## src/rtl/pipe_pkg.sv

```systemverilog
// Shared definitions for the elastic pipeline stages of the RV core:
// stage bundle layouts, the NOP bubble word and the occupancy encoding.
package pipe_pkg;

    localparam logic [31:0] NOP_INSTR = 32'h0000_0013;

    localparam logic [1:0] OCC_EMPTY = 2'd0;
    localparam logic [1:0] OCC_ONE   = 2'd1;
    localparam logic [1:0] OCC_FULL  = 2'd2;

    typedef struct packed {
        logic [31:0] pc;
        logic [31:0] instr;
    } if_id_t;

    typedef struct packed {
        logic [31:0] pc;
        logic [31:0] rs1_val;
        logic [31:0] rs2_val;
        logic [31:0] imm;
        logic [4:0]  rd;
        logic [3:0]  alu_op;
        logic        mem_rd;
        logic        mem_wr;
        logic        reg_wr;
    } id_ex_t;

    typedef struct packed {
        logic [31:0] alu_res;
        logic [31:0] store_val;
        logic [4:0]  rd;
        logic        mem_rd;
        logic        mem_wr;
        logic        reg_wr;
    } ex_mem_t;

    typedef struct packed {
        logic [31:0] wb_val;
        logic [4:0]  rd;
        logic        reg_wr;
    } mem_wb_t;

    localparam int IF_ID_W  = $bits(if_id_t);
    localparam int ID_EX_W  = $bits(id_ex_t);
    localparam int EX_MEM_W = $bits(ex_mem_t);
    localparam int MEM_WB_W = $bits(mem_wb_t);

    function automatic logic [1:0] occ_count(input logic main_v, input logic skid_v);
        return {1'b0, main_v} + {1'b0, skid_v};
    endfunction

endpackage

```

## src/rtl/sat_counter.sv

```systemverilog
// Saturating up-counter with synchronous clear; clear wins over increment.
module sat_counter #(
    parameter int W = 16
) (
    input  logic         clk,
    input  logic         rst,
    input  logic         inc,
    input  logic         clr,
    output logic [W-1:0] cnt
);

    logic [W-1:0] cnt_r;

    // Count register: hold at all-ones instead of wrapping.
    always_ff @(posedge clk) begin
        if (rst) begin
            cnt_r <= {W{1'b0}};
        end else if (clr) begin
            cnt_r <= {W{1'b0}};
        end else if (inc && (cnt_r != {W{1'b1}})) begin
            cnt_r <= cnt_r + W'(1'b1);
        end else begin
            cnt_r <= cnt_r;
        end
    end

    assign cnt = cnt_r;

endmodule

```

## src/rtl/pipe_stage_skid.sv

```systemverilog
// Elastic valid/ready pipeline stage with optional two-entry skid buffer,
// flush for mispredicts and a saturating stall counter.
module pipe_stage_skid
    import pipe_pkg::*;
#(
    parameter int               DATA_W     = 32,
    parameter int               SKID       = 1,
    parameter logic [DATA_W-1:0] RESET_DATA = DATA_W'(NOP_INSTR),
    parameter int               CNT_W      = 16
) (
    input  logic              clk,
    input  logic              rst,
    input  logic              flush,
    input  logic              in_valid,
    output logic              in_ready,
    input  logic [DATA_W-1:0] in_data,
    output logic              out_valid,
    input  logic              out_ready,
    output logic [DATA_W-1:0] out_data,
    output logic [1:0]        occupancy,
    input  logic              clr_stats,
    output logic [CNT_W-1:0]  stall_cnt
);

    logic              main_valid_r, main_valid_n;
    logic [DATA_W-1:0] main_data_r,  main_data_n;
    logic              skid_valid_r, skid_valid_n;
    logic [DATA_W-1:0] skid_data_r,  skid_data_n;
    logic              in_ready_s;
    logic              in_fire_s;
    logic              out_fire_s;

    // Ready generation; with the skid buffer it depends only on held state.
    always_comb begin
        in_ready_s = 1'b0;
        if (rst) begin
            in_ready_s = 1'b0;
        end else if (SKID != 0) begin
            in_ready_s = !skid_valid_r;
        end else begin
            in_ready_s = !main_valid_r || out_ready;
        end
    end

    assign in_fire_s  = in_valid && in_ready_s;
    assign out_fire_s = main_valid_r && out_ready;

    // Next-state for main and skid entries; flush drops everything incl. this cycle's input.
    always_comb begin
        main_valid_n = main_valid_r;
        main_data_n  = main_data_r;
        skid_valid_n = skid_valid_r;
        skid_data_n  = skid_data_r;
        if (flush) begin
            main_valid_n = 1'b0;
            main_data_n  = RESET_DATA;
            skid_valid_n = 1'b0;
        end else if (SKID != 0) begin
            if (!main_valid_r || out_fire_s) begin
                if (skid_valid_r) begin
                    main_valid_n = 1'b1;
                    main_data_n  = skid_data_r;
                    skid_valid_n = in_fire_s;
                    skid_data_n  = in_fire_s ? in_data : skid_data_r;
                end else if (in_fire_s) begin
                    main_valid_n = 1'b1;
                    main_data_n  = in_data;
                end else begin
                    main_valid_n = 1'b0;
                    main_data_n  = RESET_DATA;
                end
            end else if (in_fire_s) begin
                skid_valid_n = 1'b1;
                skid_data_n  = in_data;
            end else begin
                skid_valid_n = skid_valid_r;
            end
        end else begin
            skid_valid_n = 1'b0;
            if (in_fire_s) begin
                main_valid_n = 1'b1;
                main_data_n  = in_data;
            end else if (out_fire_s) begin
                main_valid_n = 1'b0;
                main_data_n  = RESET_DATA;
            end else begin
                main_valid_n = main_valid_r;
            end
        end
    end

    // Entry registers.
    always_ff @(posedge clk) begin
        if (rst) begin
            main_valid_r <= 1'b0;
            main_data_r  <= RESET_DATA;
            skid_valid_r <= 1'b0;
            skid_data_r  <= RESET_DATA;
        end else begin
            main_valid_r <= main_valid_n;
            main_data_r  <= main_data_n;
            skid_valid_r <= skid_valid_n;
            skid_data_r  <= skid_data_n;
        end
    end

    sat_counter #(
        .W (CNT_W)
    ) u_stall_cnt (
        .clk (clk),
        .rst (rst),
        .inc (main_valid_r && !out_ready),
        .clr (clr_stats),
        .cnt (stall_cnt)
    );

    assign in_ready  = in_ready_s;
    assign out_valid = main_valid_r;
    assign out_data  = main_data_r;
    assign occupancy = occ_count(main_valid_r, skid_valid_r);

endmodule

```

## config.mk

```make
export PLATFORM = sky130hd
export DESIGN_NAME = pipe_stage_skid
export DESIGN_NICKNAME = d
export VERILOG_FILES = /design/src/rtl/pipe_pkg.sv /design/src/rtl/sat_counter.sv /design/src/rtl/pipe_stage_skid.sv
export SDC_FILE = /design/constraint.sdc
export NUM_CORES = 1
export LEC_CHECK = 0
export BUFFER_PORTS_ARGS = -buffer_cell sky130_fd_sc_hd__clkbuf_2
export CORE_UTILIZATION = 47
export CTS_CLUSTER_SIZE = 28
export DETAILED_ROUTE_END_ITERATION = 12
export MAX_ROUTING_LAYER = met4
export PLACE_DENSITY_LB_ADDON = 0.25
export SYNTH_ARGS = -nofsm -noshare
export SYNTH_HDL_FRONTEND = slang
export SYNTH_SLANG_ARGS = --single-unit
```

## constraint.sdc

```tcl
create_clock -name clk -period 1.7 [get_ports clk]
set_input_delay 0.34 -clock clk [delete_from_list [all_inputs] [get_ports clk]]
set_output_delay 0.34 -clock clk [all_outputs]
set_load 0.005 [all_outputs]
```

==> Word level (Yosys, flattened, before mapping) <==
Index checks and enable logic that the tools add are counted.
{ "op_classes": {"muxes": 11, "n_reduce_logical": 12, "bitwise": 1, "eq_ne": 2, "add_sub_neg": 2} }
{ "ops": {"columns": ["cell", "n"], "rows": [
  ["$mux 32", 5],
  ["$add 16x1->16 const B", 1],
  ["$ne 16x16->1 const B", 1],
  ["$mux 1", 6],
  ["$logic_and 1x1->1", 4],
  ["$reduce_or 2->1", 2],
  ["$logic_not 1->1", 3],
  ["$add 1x1->2", 1],
  ["$ne 2x2->1 const B", 1],
  ["$reduce_and 2->1", 1],
  ["$reduce_bool 2->1", 1],
  ["$logic_or 1x1->1", 1],
  ["$not 1->1", 1]
]} }
{ "totals": {"reg_bits": 82, "elab_cells": 33} }

==> Depth between registers and ports, before layout <==
Gate-level depths: netlist of run 1.
{ "depth": {"word_depth": 6, "mapped_depth": 7} }

==> Hierarchy <==
Synthesis of run 1 repeated with hierarchy kept, for this count alone.
{ "unflattened": {"hier_cells": 409, "hier_area_um2": 3578.4} }
{ "modules_own_cells": {"columns": ["module", "area_each_um2", "seq_area_each_um2", "cells_each", "n_inst"], "rows": [
  ["pipe_stage_skid", 2661.3, 1321.3, 307, 1],
  ["sat_counter", 917.1, 320.3, 102, 1]
]} }

==> Least setup slack after synthesis of run 1 <==
OpenSTA, ideal clock, no wires.
{ "synth_path": {"path_kind": "register to register", "from": "register u_stall_cnt.cnt_r[0] (netlist: u_stall_cnt.cnt[0])", "to": "register u_stall_cnt.cnt_r[14] (netlist: u_stall_cnt.cnt[14])", "t_arrival_ns": 1.792, "stages_incl_launch_ff": 6, "setup_slack_ns": -0.162, "period_less_slack_ns": 1.862, "cell_sequence": "dfxtp_1 > ha_1 > nand4_1 > or4_4 > or4_1 > a21oi_1"} }
{ "synth_between": {"elab_chain_len": 2, "elab_cells_between_ends": 3, "classes_between": "add/sub: 1; eq/ne: 1; reduce/logical: 1"} }
{ "synth_rtl": {"columns": ["element", "line_no", "source"], "rows": [
  ["start: declaration", "sat_counter.sv:12", "logic [W-1:0] cnt_r;"],
  ["start signal: assignment", "sat_counter.sv:17", "cnt_r <= {W{1'b0}};"],
  ["start signal: assignment", "sat_counter.sv:19", "cnt_r <= {W{1'b0}};"],
  ["start signal: assignment", "sat_counter.sv:21", "cnt_r <= cnt_r + W'(1'b1);"],
  ["branches (longest 2 deep; another with $add 16x1->16)", null, null]
]} }
Several ways; the timed one is not identified.
A chain may end at the register's enable or synchronous reset.

==> Final worst setup path of run 1 <==
{ "layout_path": {"from": "register u_stall_cnt.cnt_r[1] (netlist: u_stall_cnt.cnt[1])", "to": "register u_stall_cnt.cnt_r[14] (netlist: u_stall_cnt.cnt[14])"} }
The elaborated chain is that of the path after synthesis.

==> results of run 1 <==
## report_power, final
part | internal [uW] | leakage, uW | total, uW | switching (uW)
Combinational | 104 | 0.00100 | 235 | 131
Clock | 774 | 0.000108 | 1500 | 722
Sequential | 1940 | 0.000667 | 1950 | 11.0
Total | 2810 | 0.00178 | 3680 | 864
## area by class of cell
type / instances / share of cell area (%)
Multi-Input combinational cell: 287 / 37.1
Clock buffer: 12 / 3.53
Clock inverter: 4 / 1.28
Inverter: 1 / 0.0854
Timing Repair Buffer: 126 / 17.6
Tap cell: 96 / 2.73
Sequential cell: 82 / 37.7
## kinds of logic after synthesis
group / count (synthesis)
AO/OA/AOI/OAI: 86
adder cells (fa/ha/maj): 2
buffers and inverters: 34
flip-flops: 82
multiplexers: 7
AND/OR/NAND/NOR: 192
## worst paths after layout
kind,startpoint,endpoint,cells past startpoint
worst min-delay path,in_data[7],skid_data_r[7],3
worst max register to register,u_stall_cnt.cnt[1],u_stall_cnt.cnt[14],6
worst min register to register,skid_data_r[31],skid_data_r[31],2
worst max-delay path,u_stall_cnt.cnt[1],u_stall_cnt.cnt[14],6
## metrics by stage
stage          setup slack [ns]  utilization, %  total power (uW)  setup TNS [ns]
2_1_floorplan           -0.0818               -              2110         -0.0852
3_3_place_gp           -0.00814            60.3              2220        -0.00814
3_5_place_dp            -0.0349            60.3              2230         -0.0349
4_1_cts                  0.0155            63.3              3700               0
5_1_grt                -0.00950            64.0              3800        -0.00950
6_report                 0.0617            64.0              3680               0
## sequential cells by signal, indices dropped and copies added, names as in the netlist
name,flops
out_data,32
out_valid,1
skid_data_r,32
skid_valid_r,1
u_stall_cnt.cnt,16
## worst reg2reg max path: stages, from the launching register on
cell	delay (ns)
dfxtp_4	0.37
ha_4	0.13
nand4_1	0.09
or4_4	0.44
buf_4	0.16
o31ai_2	0.24
a21oi_1	0.09
## layer usage
| metal | wire (um) | up-vias |
|---|---|---|
| met5 | 0 | - |
| met4 | 121 | 0 |
| met1 | 3770 | 1574 |
| met3 | 569 | 11 |
| met2 | 4330 | 120 |
| li1 | - | 1659 |
## cell usage in the layout, fill, tap and decap left out, drive strengths merged
cell type | synthesis | layout
a211o | 1 | 1
a211oi | 4 | 4
a21boi | 1 | 1
a21oi | 34 | 34
a221oi | 29 | 29
a31oi | 7 | 7
and2 | 1 | 1
and2b | 1 | 1
and3 | 3 | 3
and4 | 2 | 2
and4b | 1 | 1
buf | 8 | 37
bufinv | 0 | 1
clkbuf | 25 | 101
clkinv | 0 | 1
dfxtp | 82 | 82
ha | 2 | 2
inv | 1 | 3
mux2i | 7 | 7
nand2 | 81 | 81
nand2b | 1 | 1
nand3 | 10 | 10
nand3b | 3 | 3
nand4 | 1 | 1
nor2 | 36 | 36
nor3 | 33 | 33
nor4 | 3 | 3
nor4b | 1 | 1
o21ai | 5 | 5
o221ai | 3 | 3
o31ai | 2 | 2
or2 | 3 | 3
or3 | 8 | 8
or3b | 1 | 1
or4 | 3 | 3
## timing repair
item / 4_1_cts / 5_1_grt
endpoints found under the setup margin: 1 / 12
gates resized for setup: 0 / 14
pin swaps: 1 / 3
==> impl_metrics.env, run 1 <==
export IMPL_path_delay_family="simple AND/OR/NAND/NOR gates"
export IMPL_initialDrtViolationCount=224
export IMPL_timing_final_max_slew_violations=0
export IMPL_wl_um=8800
export IMPL_design_portCount=90
export IMPL_final_design_area_no_fill_um2=4390
export IMPL_via_count_of_the_first_global_routing_pass=3065
export IMPL_busiest_layer="met2"
export IMPL_worst_skew_pair_late_latency_ns=0.35
export IMPL_syn_nets=443
export IMPL_port_buffers=89
export IMPL_final_min_period_over_clock_period_pct=96.4
export IMPL_synth_seq_cells=82
export IMPL_fmaxAchievable_mhz=610
export IMPL_netlist_top_cell_by_area="dfxtp_1"
export IMPL_crit_path_max_incr_delay_ns=0.44
export IMPL_worst_endpoint_arrival_ns=1.87
export IMPL_synth_seq_area_share_pct=48.8
export IMPL_initial_antenna_violation_count=0
export IMPL_clock_tree_root_cell="clkbuf_8"
export IMPL_final_hold_violation_count=0
export IMPL_gr_usage_met1_pct=31.4
export IMPL_flow_area_growth_from_synthesis_pct=30.7
export IMPL_synthFlopType="dfxtp_1"
export IMPL_timing_hold_ws_ns=0.214
export IMPL_async_reset_ff_share_pct=0
export IMPL_cts_tree="yes"
export IMPL_detailed_place_hpwl_um=5900
export IMPL_fillCellCount=623
export IMPL_rows=30
export IMPL_worstMarginPinSlew_ns=0.635
export IMPL_floorplan_die_height_um=86.6
export IMPL_holdCritPathClass="input port to register"
export IMPL_power_density_nw_per_um2=837
export IMPL_gp_routability_congestion=0.900
export IMPL_grt_use_total_pct=25.4
export IMPL_numClockSinks=82
export IMPL_synth_largest_type_area_fraction_pct=48.8
export IMPL_multiInputGateArea_um2=1630
export IMPL_synth_top_cells_by_area="dfxtp_1, nand2_1, a221oi_1"
export IMPL_wire_per_inst_um=14.5
export IMPL_cp_slowest_cell="or4_4"
export IMPL_placeableCoreArea_um2=6870
export IMPL_final_cell_count_no_fill=608
export IMPL_grt_use_met2_pct=40.8
export IMPL_ant_nets=0
export IMPL_dr_pass1_iters=5
export IMPL_critical_path_buf_inv_count=1
export IMPL_clk_pin_slew_ns=0.09
export IMPL_drc=0
export IMPL_nets=547
export IMPL_timing_max_cap_violations=0
export IMPL_ctsHtreeMaxLevel=3
export IMPL_chipWidth_um=86.6
export IMPL_met3_grt_util_pct=5.33
export IMPL_synth_mux_area_share_pct=2.08
export IMPL_die_area_um2=7500
export IMPL_count_of_different_cell_masters_after_synthesis=38
export IMPL_finClkSkew_ns=0.00700
export IMPL_yosysWarnings=0
export IMPL_fin_crit_ns=1.64
export IMPL_worst_slew_margin_rel_pct=57.7
export IMPL_synthesized_area_fraction_occupied_by_xor_and_xnor_cells_pct=0
export IMPL_grt_overflow_total=0
export IMPL_worstSetupStartpointType="register"
export IMPL_cts_hold_buffers_added=0
export IMPL_clockBufferDepth=2
export IMPL_synth_fa_ha_area_share_pct=0.744
export IMPL_worstPathRequired_ns=1.94
export IMPL_path_cells="ha_4, nand4_1, or4_4, buf_4, o31ai_2, a21oi_1"
export IMPL_reg2reg_slack_ns=0.06
export IMPL_dominant_combinational_cell_family_by_area_after_synthesis="simple AND/OR/NAND/NOR gates"
export IMPL_syn_area_per_cell_um2=8.34
export IMPL_worst_path_max_fanout=3
export IMPL_crit_end_category="register"
export IMPL_antenna_cells=0
export IMPL_total_clock_buffers_created_by_cts=9
export IMPL_seq_area_um2=1660
export IMPL_total_of_endpoints_with_negative_setup_slack_in_the_final_report=0
export IMPL_criticalPathCategory="register to register"
export IMPL_synth_edff_count=0
export IMPL_synth_cells=403
export IMPL_outcome="completed"
export IMPL_post_cts_setup_buffers=0
export IMPL_static_leakage_power_uw=0.00178
export IMPL_synth_compound_area_share_pct=17.4
export IMPL_placement_cell_area_um2=4140
export IMPL_post_synth_instance_area_um2=3360
export IMPL_via_count=3364
export IMPL_highest_ir_drop_seen_on_vdd_mv=0.569
export IMPL_yosys_top_cells_count="dfxtp_1, nand2_1, nor2_1, a21oi_1, nor3_1"
export IMPL_drt_vias_per_instance=5.53
export IMPL_initial_utilization_pct=48.9
export IMPL_cell_with_the_most_instances_after_synthesis="dfxtp_1"
export IMPL_final_layout_size_suffix_gt1_share_pct=32.2
export IMPL_unrepaired_setup_endpoints_after_global_routing="yes"
export IMPL_grt_max_degree=33
export IMPL_post_place_cells=592
export IMPL_synthSimpleGateAreaFrac_pct=26.5
export IMPL_grt_first_pass_wirelength_um=14600
No activity file was read; power rests on OpenSTA's default activity.
==> run 2, diff against run 1 <==
--- a/config.mk
+++ b/config.mk
@@ -10,7 +10,7 @@
 export CTS_CLUSTER_SIZE = 28
 export DETAILED_ROUTE_END_ITERATION = 12
 export MAX_ROUTING_LAYER = met4
-export PLACE_DENSITY_LB_ADDON = 0.25
+export PLACE_DENSITY = 0.78
 export SYNTH_ARGS = -nofsm -noshare
 export SYNTH_HDL_FRONTEND = slang
 export SYNTH_SLANG_ARGS = --single-unit
==> run 2 against run 1 <==
Combinational power is essentially flat. Sequential power about the same. Clock skew is 0.0024 ns higher. Wire length grew 3.3%. First-iteration DRC count shrank 14%. Worst setup slack got worse by 0.060 ns. Design area fell by 0.57%. Critical path depth down 1. Register-to-register slack worse by 0.06 ns. Via count grew 1.5%.
==> impl_metrics.env, run 2 (same netlist as run 1, synthesis figures left out) <==
export IMPL_chipWidth_um=86.6
export IMPL_antenna_cells=0
export IMPL_detailed_place_hpwl_um=6190
export IMPL_initialDrtViolationCount=192
export IMPL_floorplan_die_height_um=86.6
export IMPL_final_layout_size_suffix_gt1_share_pct=31.3
export IMPL_design_portCount=90
export IMPL_path_delay_family="simple AND/OR/NAND/NOR gates"
export IMPL_total_clock_buffers_created_by_cts=9
export IMPL_unrepaired_setup_endpoints_after_global_routing="yes"
export IMPL_initial_antenna_violation_count=0
export IMPL_seq_area_um2=1660
export IMPL_flow_area_growth_from_synthesis_pct=30.0
export IMPL_fin_tns_setup_ns=0
export IMPL_fmaxAchievable_mhz=589
export IMPL_clockBufferDepth=2
export IMPL_clock_tree_root_cell="clkbuf_8"
export IMPL_setup_worst_path_start="u_stall_cnt.cnt[1]"
export IMPL_wire_per_inst_um=15.1
export IMPL_port_buffers=89
export IMPL_rows=30
export IMPL_initial_utilization_pct=48.9
export IMPL_outcome="completed"
export IMPL_via_count_of_the_first_global_routing_pass=3083
export IMPL_total_of_endpoints_with_negative_setup_slack_in_the_final_report=0
export IMPL_numClockSinks=82
export IMPL_fillCellCount=581
export IMPL_timing_hold_ws_ns=0.213
export IMPL_wl_um=9090
export IMPL_worstPathRequired_ns=1.99
export IMPL_final_hold_violation_count=0
export IMPL_hold_path_depth=3
export IMPL_grt_max_degree=32
export IMPL_final_cell_mix="clkbuf_2, nand2_1, dfxtp_1"
export IMPL_reg2regPathDepth=5
export IMPL_fin_crit_ns=1.70
export IMPL_nets=544
export IMPL_layout_cells_most_common="clkbuf_2"
export IMPL_ctsHtreeMaxLevel=3
export IMPL_path_cells="ha_4, nand4_1, or4_4, or4_1, a21oi_1"
export IMPL_via_count=3413
export IMPL_crit_end_category="register"
export IMPL_timing_max_cap_violations=0
export IMPL_worst_path_max_fanout=3
export IMPL_grt_use_total_pct=25.4
export IMPL_highest_ir_drop_seen_on_vdd_mv=0.491
export IMPL_worstMarginPinSlew_ns=0.634
export IMPL_timing_final_max_slew_violations=0
export IMPL_final_util_pct=63.6
export IMPL_drc=0
export IMPL_grt_first_pass_wirelength_um=14400
export IMPL_static_leakage_power_uw=0.00178
export IMPL_dr_pass1_iters=4
export IMPL_worstSetupStartpointType="register"
export IMPL_clk_pin_slew_ns=0.08
export IMPL_drt_vias_per_instance=5.65
export IMPL_cts_hold_buffers_added=0
export IMPL_final_min_period_over_clock_period_pct=99.9
export IMPL_finClkSkew_ns=0.00940
export IMPL_final_cell_count_no_fill=604
export IMPL_criticalPathCategory="register to register"
export IMPL_die_area_um2=7500
export IMPL_r2r_start="u_stall_cnt.cnt[1]"
export IMPL_crit_path_max_incr_delay_ns=0.45
export IMPL_worstHoldStart="in_data[20]"
export IMPL_critical_path_buf_inv_count=0
export IMPL_worst_endpoint_arrival_ns=1.99
export IMPL_worst_slew_margin_rel_pct=57.7
export IMPL_path_depth=5
export IMPL_reg2reg_slack_ns=0.002
export IMPL_holdCritPathClass="input port to register"
export IMPL_power_density_nw_per_um2=876
export IMPL_design_power_total_uw=3830
export IMPL_ant_nets=0
export IMPL_multiInputGateArea_um2=1620
export IMPL_grt_overflow_total=0
export IMPL_cp_slowest_cell="or4_4"
export IMPL_post_place_cells=590
export IMPL_gp_routability_congestion=0.896
export IMPL_worst_skew_pair_late_latency_ns=0.36
export IMPL_cts_tree="yes"
export IMPL_placeableCoreArea_um2=6870
run 2: cell type report:
class	count	share of cell area, %
Clock inverter	5	1.95
Clock buffer	10	3.41
Timing Repair Buffer	123	16.7
Multi-Input combinational cell	287	37.1
Inverter	1	0.0859
Sequential cell	82	38.0
Tap cell	96	2.75
run 2: worst min-delay path, delay by kind of cell:
kind | cells | cell delay [ns]
buffers and inverters | 1 | 0.09
AND/OR/NAND/NOR | 1 | 0.05
AO/OA/AOI/OAI | 1 | 0.05
run 2: metal layers:
layer / global-route usage (%) / up-vias / routed length, um
met4: 10.0 / 0 / 172
met2: 43.4 / 112 / 4560
met3: 3.52 / 16 / 441
met5: - / - / 0
met1: 30.4 / 1636 / 3920
li1: - / 1649 / -
run 2: stage by stage:
step	worst slack [ns]	area, um2
after floorplan	-0.0818	3390
after global placement	-0.00710	4100
after detailed placement	-0.0638	4100
after CTS	-0.0242	4340
after global routing	-0.0593	4370
final	0.00207	4370
run 2: path summary, 6_finish.rpt:
check | to
max reg2reg | u_stall_cnt.cnt[14]
min | skid_data_r[20]
min reg2reg | skid_data_r[6]
max | u_stall_cnt.cnt[14]
run 2: power by group:
part	total (uW)	internal [uW]	switching, uW
Combinational	233	101	132
Clock	1650	919	729
Sequential	1950	1940	11.9
Total	3830	2960	873
run 2: what timing repair did:
item | in CTS | in global routing
cloned | 0 | 0
pin swaps | 1 | 2
setup endpoints to repair | 7 | 26
gates resized for setup | 1 | 13
setup buffers | 0 | 0
